File: src/rtl/asmd_dot_product_if.sv
// Operand-pair input and result handshake for the dot-product controller.
interface asmd_dot_product_if #(
  parameter int word_length = 4,
  parameter int guard_bits  = 4,
  parameter int count_width = 4
);
  logic                                in_valid;
  logic                                in_ready;
  logic [word_length-1:0]              in_a;
  logic [word_length-1:0]              in_b;
  logic                                in_last;
  logic [2*word_length+guard_bits-1:0] sum_out;
  logic                                sum_valid;
  logic                                sum_ack;
  logic [count_width-1:0]              pair_count;
  logic                                overflow;

  modport master (
    output in_valid, in_a, in_b, in_last, sum_ack,
    input  in_ready, sum_out, sum_valid, pair_count, overflow
  );

  modport slave (
    input  in_valid, in_a, in_b, in_last, sum_ack,
    output in_ready, sum_out, sum_valid, pair_count, overflow
  );
endinterface

File: src/rtl/asmd_dot_product.sv
// Dot-product accumulator that sequences an external multi-cycle multiplier
// one operand pair at a time and holds the result until it is acknowledged.
//
// state     | meaning
// IDLE      | wait for a pair; in_ready follows mul_ready
// ISSUE     | one-cycle mul_start pulse with latched operands
// WAIT_BUSY | wait for the multiplier to drop mul_ready
// WAIT_DONE | wait for the multiplier to raise mul_ready again
// ACCUM     | add product into sum, bump pair count
// DONE      | result valid, held until sum_ack
module asmd_dot_product #(
  parameter int word_length = 4,
  parameter int guard_bits  = 4,
  parameter int count_width = 4
) (
  input  logic                     clk,
  input  logic                     reset,
  asmd_dot_product_if.slave        bus,
  output logic [word_length-1:0]   mul_word0,
  output logic [word_length-1:0]   mul_word1,
  output logic                     mul_start,
  input  logic                     mul_ready,
  input  logic [2*word_length-1:0] mul_product
);

  localparam int sum_width = 2*word_length + guard_bits;

  typedef enum logic [2:0] {
    IDLE      = 3'd0,
    ISSUE     = 3'd1,
    WAIT_BUSY = 3'd2,
    WAIT_DONE = 3'd3,
    ACCUM     = 3'd4,
    DONE      = 3'd5
  } state_t;

  state_t                 state, state_nxt;
  logic [word_length-1:0] a_q, b_q;
  logic                   last_q;
  logic [sum_width-1:0]   sum_q;
  logic [count_width-1:0] cnt_q;
  logic                   ovf_q;
  logic [sum_width:0]     acc_ext;
  logic                   in_ready_c, sum_valid_c;
  logic                   latch_en, accum_en, clear_en;

  always_ff @(posedge clk) begin
    if (!reset) state <= IDLE;
    else        state <= state_nxt;
  end

  always_comb begin
    state_nxt   = state;
    in_ready_c  = 1'b0;
    sum_valid_c = 1'b0;
    mul_start   = 1'b0;
    latch_en    = 1'b0;
    accum_en    = 1'b0;
    clear_en    = 1'b0;
    case (state)
      IDLE: begin
        in_ready_c = mul_ready;
        if (bus.in_valid && mul_ready) begin
          latch_en  = 1'b1;
          state_nxt = ISSUE;
        end
      end
      ISSUE: begin
        mul_start = 1'b1;
        state_nxt = WAIT_BUSY;
      end
      WAIT_BUSY: if (!mul_ready) state_nxt = WAIT_DONE;
      WAIT_DONE: if (mul_ready)  state_nxt = ACCUM;
      ACCUM: begin
        accum_en  = 1'b1;
        state_nxt = last_q ? DONE : IDLE;
      end
      DONE: begin
        sum_valid_c = 1'b1;
        if (bus.sum_ack) begin
          clear_en  = 1'b1;
          state_nxt = IDLE;
        end
      end
      default: state_nxt = IDLE;
    endcase
  end

  // One extra bit captures the carry that feeds the sticky overflow flag.
  assign acc_ext = {1'b0, sum_q} + {{(guard_bits+1){1'b0}}, mul_product};

  always_ff @(posedge clk) begin
    if (!reset) begin
      a_q    <= '0;
      b_q    <= '0;
      last_q <= 1'b0;
      sum_q  <= '0;
      cnt_q  <= '0;
      ovf_q  <= 1'b0;
    end else begin
      if (latch_en) begin
        a_q    <= bus.in_a;
        b_q    <= bus.in_b;
        last_q <= bus.in_last;
      end
      if (accum_en) begin
        sum_q <= acc_ext[sum_width-1:0];
        cnt_q <= cnt_q + count_width'(1);
        ovf_q <= ovf_q | acc_ext[sum_width];
      end
      if (clear_en) begin
        sum_q <= '0;
        cnt_q <= '0;
        ovf_q <= 1'b0;
      end
    end
  end

  assign mul_word0      = a_q;
  assign mul_word1      = b_q;
  assign bus.in_ready   = in_ready_c;
  assign bus.sum_valid  = sum_valid_c;
  assign bus.sum_out    = sum_q;
  assign bus.pair_count = cnt_q;
  assign bus.overflow   = ovf_q;

endmodule

File: src/flat_wrapper.sv
// flat-port wrapper written by rule: the top's interface ports become plain ports
module asmd_dot_product_flat 
#(
  parameter int word_length = 4,
  parameter int guard_bits  = 4,
  parameter int count_width = 4
)
  (clk, reset, mul_word0, mul_word1, mul_start, mul_ready, mul_product, bus_in_valid, bus_in_a, bus_in_b, bus_in_last, bus_sum_ack, bus_in_ready, bus_sum_out, bus_sum_valid, bus_pair_count, bus_overflow);
  asmd_dot_product_if #(.word_length(word_length), .guard_bits(guard_bits), .count_width(count_width)) bus_i ();
  input  logic clk;
  input  logic reset;
  output logic [word_length-1:0] mul_word0;
  output logic [word_length-1:0] mul_word1;
  output logic mul_start;
  input  logic mul_ready;
  input  logic [2*word_length-1:0] mul_product;
  input wire logic [$bits(bus_i.in_valid)-1:0] bus_in_valid;
  input wire logic [$bits(bus_i.in_a)-1:0] bus_in_a;
  input wire logic [$bits(bus_i.in_b)-1:0] bus_in_b;
  input wire logic [$bits(bus_i.in_last)-1:0] bus_in_last;
  input wire logic [$bits(bus_i.sum_ack)-1:0] bus_sum_ack;
  output wire logic [$bits(bus_i.in_ready)-1:0] bus_in_ready;
  output wire logic [$bits(bus_i.sum_out)-1:0] bus_sum_out;
  output wire logic [$bits(bus_i.sum_valid)-1:0] bus_sum_valid;
  output wire logic [$bits(bus_i.pair_count)-1:0] bus_pair_count;
  output wire logic [$bits(bus_i.overflow)-1:0] bus_overflow;
  assign bus_i.in_valid = bus_in_valid;
  assign bus_i.in_a = bus_in_a;
  assign bus_i.in_b = bus_in_b;
  assign bus_i.in_last = bus_in_last;
  assign bus_i.sum_ack = bus_sum_ack;
  assign bus_in_ready = bus_i.in_ready;
  assign bus_sum_out = bus_i.sum_out;
  assign bus_sum_valid = bus_i.sum_valid;
  assign bus_pair_count = bus_i.pair_count;
  assign bus_overflow = bus_i.overflow;
  asmd_dot_product #(.word_length(word_length), .guard_bits(guard_bits), .count_width(count_width)) u_core (.clk(clk), .reset(reset), .bus(bus_i), .mul_word0(mul_word0), .mul_word1(mul_word1), .mul_start(mul_start), .mul_ready(mul_ready), .mul_product(mul_product));
endmodule
File: config.mk
export PLATFORM = sky130hd
export DESIGN_NAME = asmd_dot_product_flat
export DESIGN_NICKNAME = d
export VERILOG_FILES = /design/src/rtl/asmd_dot_product_if.sv /design/src/rtl/asmd_dot_product.sv /design/src/flat_wrapper.sv
export SDC_FILE = /design/constraint.sdc
export NUM_CORES = 1
export LEC_CHECK = 0
export CORE_ASPECT_RATIO = 1.25
export CORE_MARGIN = 3
export CORE_UTILIZATION = 30
export CTS_CLUSTER_SIZE = 30
export DETAILED_ROUTE_END_ITERATION = 16
export PLACE_DENSITY = 0.63
export SYNTH_ARGS = -nofsm -noshare
export SYNTH_HDL_FRONTEND = slang
export SYNTH_SLANG_ARGS = --single-unit
File: constraint.sdc
create_clock -name clk -period 2.2 [get_ports clk]
set_input_delay 0.55 -clock clk [delete_from_list [all_inputs] [get_ports clk]]
set_output_delay 0.55 -clock clk [all_outputs]
set_load 0.01 [all_outputs]
==> impl_metrics.env <==
export IMPL_overflow=0
export IMPL_port_buffers=49
export IMPL_setup_worst_path_end_class="flip-flop"
export IMPL_postSynthCellCount=199
export IMPL_yosysWarnings=0
export IMPL_holdPathEnd="u_core.mul_word1[3]"
export IMPL_drt_initial_drc_count=50
export IMPL_worstHoldStart="u_core.mul_word1[3]"
export IMPL_r2r_cells=6
export IMPL_cts_buffers=5
export IMPL_routabilityCongestion=0.793
export IMPL_die_area_um2=6510
export IMPL_nets=295
export IMPL_clock_latency_ns=0.28
export IMPL_place_ws_ns=-0.251
export IMPL_setup_ws_ns=0.103
export IMPL_post_cts_buffers=0
export IMPL_p_per_area_nw_per_um2=919
export IMPL_viasPerCell=5.07
export IMPL_postSynth_asyncResetShare_pct=0
export IMPL_arrival_ns=2.27
export IMPL_fin_worst_skew_ns=0.00471
export IMPL_yosysUniqueCellTypes=50
export IMPL_cts_tree="done"
export IMPL_antenna_left=0
export IMPL_min_path_type="reg -> reg"
export IMPL_rrSetupSlack_ns=0.44
export IMPL_coreArea_um2=5230
export IMPL_synth_nets=231
export IMPL_wl_per_cell_um=12.9
export IMPL_die_h_um=89.5
export IMPL_relSlewSlack_pct=72.6
export IMPL_whs_ns=0.453
export IMPL_firstDrtPassIters=4
export IMPL_first_global_vias=1562
export IMPL_min_period_ns=2.10
export IMPL_dp_hpwl_mm=3.21
export IMPL_hold_path_depth=2
export IMPL_grt_max_degree=13
export IMPL_num_rows=29
export IMPL_period_share_pct=95.3
export IMPL_hold_buffers=0
export IMPL_drive_gt1_share_pct=14.4
export IMPL_p_leak_nw=0.943
export IMPL_cap_viol_max_count=0
export IMPL_antenna_found_initial=0
export IMPL_ys_flop_type="dfxtp_1"
export IMPL_fin_util_pct=47.0
export IMPL_worst_slew_pin_slew_ns=0.409
export IMPL_grt_usage_pct=13.7
export IMPL_antennaDiodeCount=0
export IMPL_die_x_um=72.8
export IMPL_hold_violations=0
export IMPL_cts_sinks=29
export IMPL_ys_seq_area_share_pct=34.7
export IMPL_rr_endpoint="u_core.bus.sum_out[6]"
export IMPL_synth_top_area_share_pct=34.7
export IMPL_h_tree_depth=2
export IMPL_post_route_cell_area_um2=2450
export IMPL_grt_pass1_wl_mm=7.10
export IMPL_synth_largest_area_cell="dfxtp_1"
export IMPL_rsz0062_at_grt="no"
export IMPL_initial_core_util_pct=32.0
export IMPL_crit_type="in -> reg"
export IMPL_cp_max_fo=2
export IMPL_synth_area_per_cell_um2=8.40
export IMPL_final_max_slew_violation_count=0
export IMPL_setup_viol=0
export IMPL_ios=50
export IMPL_synth_edf_count=0
export IMPL_fin_tns_setup_ns=0
export IMPL_ys_ff_latch=29
export IMPL_worstReg2RegStart="u_core.bus.sum_out[0]"
export IMPL_ir_drop_mv=0.449
export IMPL_clk_pin_slew_ns=0.06
export IMPL_synth_area_top_cells="dfxtp_1, ha_1, nand2_1"
export IMPL_netlist_area_um2=1670
export IMPL_cts_root_buf="clkbuf_8"
export IMPL_dpl_cell_area_um2=2320
export IMPL_fmax_mhz=477
export IMPL_area_growth_pct=46.8
export IMPL_cts_path_max_buffers=2
export IMPL_drc=0
export IMPL_status="completed"
export IMPL_required_ns=2.37
export IMPL_wl_mm=4.20
export IMPL_vias=1653
export IMPL_cp_start_kind="input pin"
-- Yosys cell counts, types with 3 or more instances --
cell type   n
nand2b_1    6
o211ai_1    3
inv_1       5
o21ai_1     5
a21oi_1    14
nor2_1     10
ha_1        9
buf_2       3
mux2i_1     3
o21ai_0     4
xnor2_1     3
dfxtp_1    29
clkbuf_1    5
a21boi_1    3
nand2_1    28
a211oi_1    3
nand4_1     3
a21o_1      4
nand3_1    17
a21boi_0    7
-- per-stage QoR --
step	power (W)	instances
final	0.00226	326
after global routing	0.00241	326
after CTS	0.00227	326
after detailed placement	0.00169	318
after global placement	0.00168	318
after floorplan	0.00131	199
-- kinds of logic (layout without fill, tap and decap cells) --
family | Yosys count | after routing | share of synthesized area [%]
and+or+nand+nor | 79 | 79 | 24.3
muxes | 3 | 3 | 1.80
buffers and inverters | 17 | 82 | 5.16
xor gates and xnor gates | 5 | 5 | 2.62
DFF | 29 | 29 | 34.7
AOI/OAI and AO/OA | 56 | 56 | 23.4
adders and majority gates | 10 | 10 | 7.93
-- worst max path at each step --
stage,start,end,slack [ns]
after global placement,mul_product[0],u_core.bus.sum_out[6],-0.24
after global routing,mul_product[1],u_core.bus.sum_out[11],0.02
final,mul_product[0],u_core.bus.sum_out[6],0.10
after detailed placement,mul_product[0],u_core.bus.sum_out[6],-0.25
after CTS,mul_product[0],u_core.bus.sum_out[6],0.04
after floorplan,mul_product[0],u_core.bus.sum_out[6],0.14
-- area by class of cell --
class	instances	area, um^2
sequential	29	583
inverter	6	22.5
multi-input combinational	153	1020
clock inverter	1	30.0
fill	513	2770
tap	62	77.6
timing repair buffer	68	632
clock buffer	7	86.3
-- critical path, cell delays in order --
cell,delay (ns)
clkdlybuf4s50_1,0.41
ha_1,0.21
fa_2,0.36
nand3_2,0.09
a21oi_1,0.07
or3_1,0.34
a41o_1,0.24
-- state kept, by name, indices dropped and copies added, names as in the netlist --
register               flops
u_core.bus.sum_out        12
u_core.bus.pair_count      4
u_core.mul_word0           4
u_core.mul_word1           4
u_core.state               3
u_core.bus.overflow        1
u_core.last_q              1
-- timing repair --
| item | in CTS | in global routing |
|---|---|---|
| resized for setup | 1 | 6 |
| setup endpoints to repair | 1 | 4 |
| pin swaps | 0 | 0 |
-- metal layers --
metal / GRT usage (%) / vias to the layer above / routed length (um) / share of wire (%)
li1: - / 849 / - / -
met1: 16.7 / 745 / 1910 / 45
met2: 22.3 / 53 / 1900 / 45
met3: 5.17 / 6 / 346 / 8.2
met4: 4.53 / 0 / 51 / 1.2
met5: 0 / - / 0 / 0
-- power breakdown --
part	total, W	switching [W]	internal [W]
clock	0.000575	0.000206	0.000369
combinational	0.000971	0.000482	0.000489
sequential	0.000710	0.0000949	0.000615
-- layout by cell type, fill, tap and decap left out, drive strengths merged, types with 2 or more instances in the layout --
cell type,count
clkdlybuf4s50,48
o211ai,3
ha,9
nor2,10
nor3b,2
nor3,2
a211oi,3
o21ai,9
a2111o,2
mux2i,3
xnor2,3
and3,2
nand3,17
inv,6
buf,19
nand2b,6
clkbuf,7
dfxtp,29
or3,2
nand4,3
a21o,4
xor2,2
a21boi,10
a21oi,14
nand2,28
(Power assumes the default switching activity.)
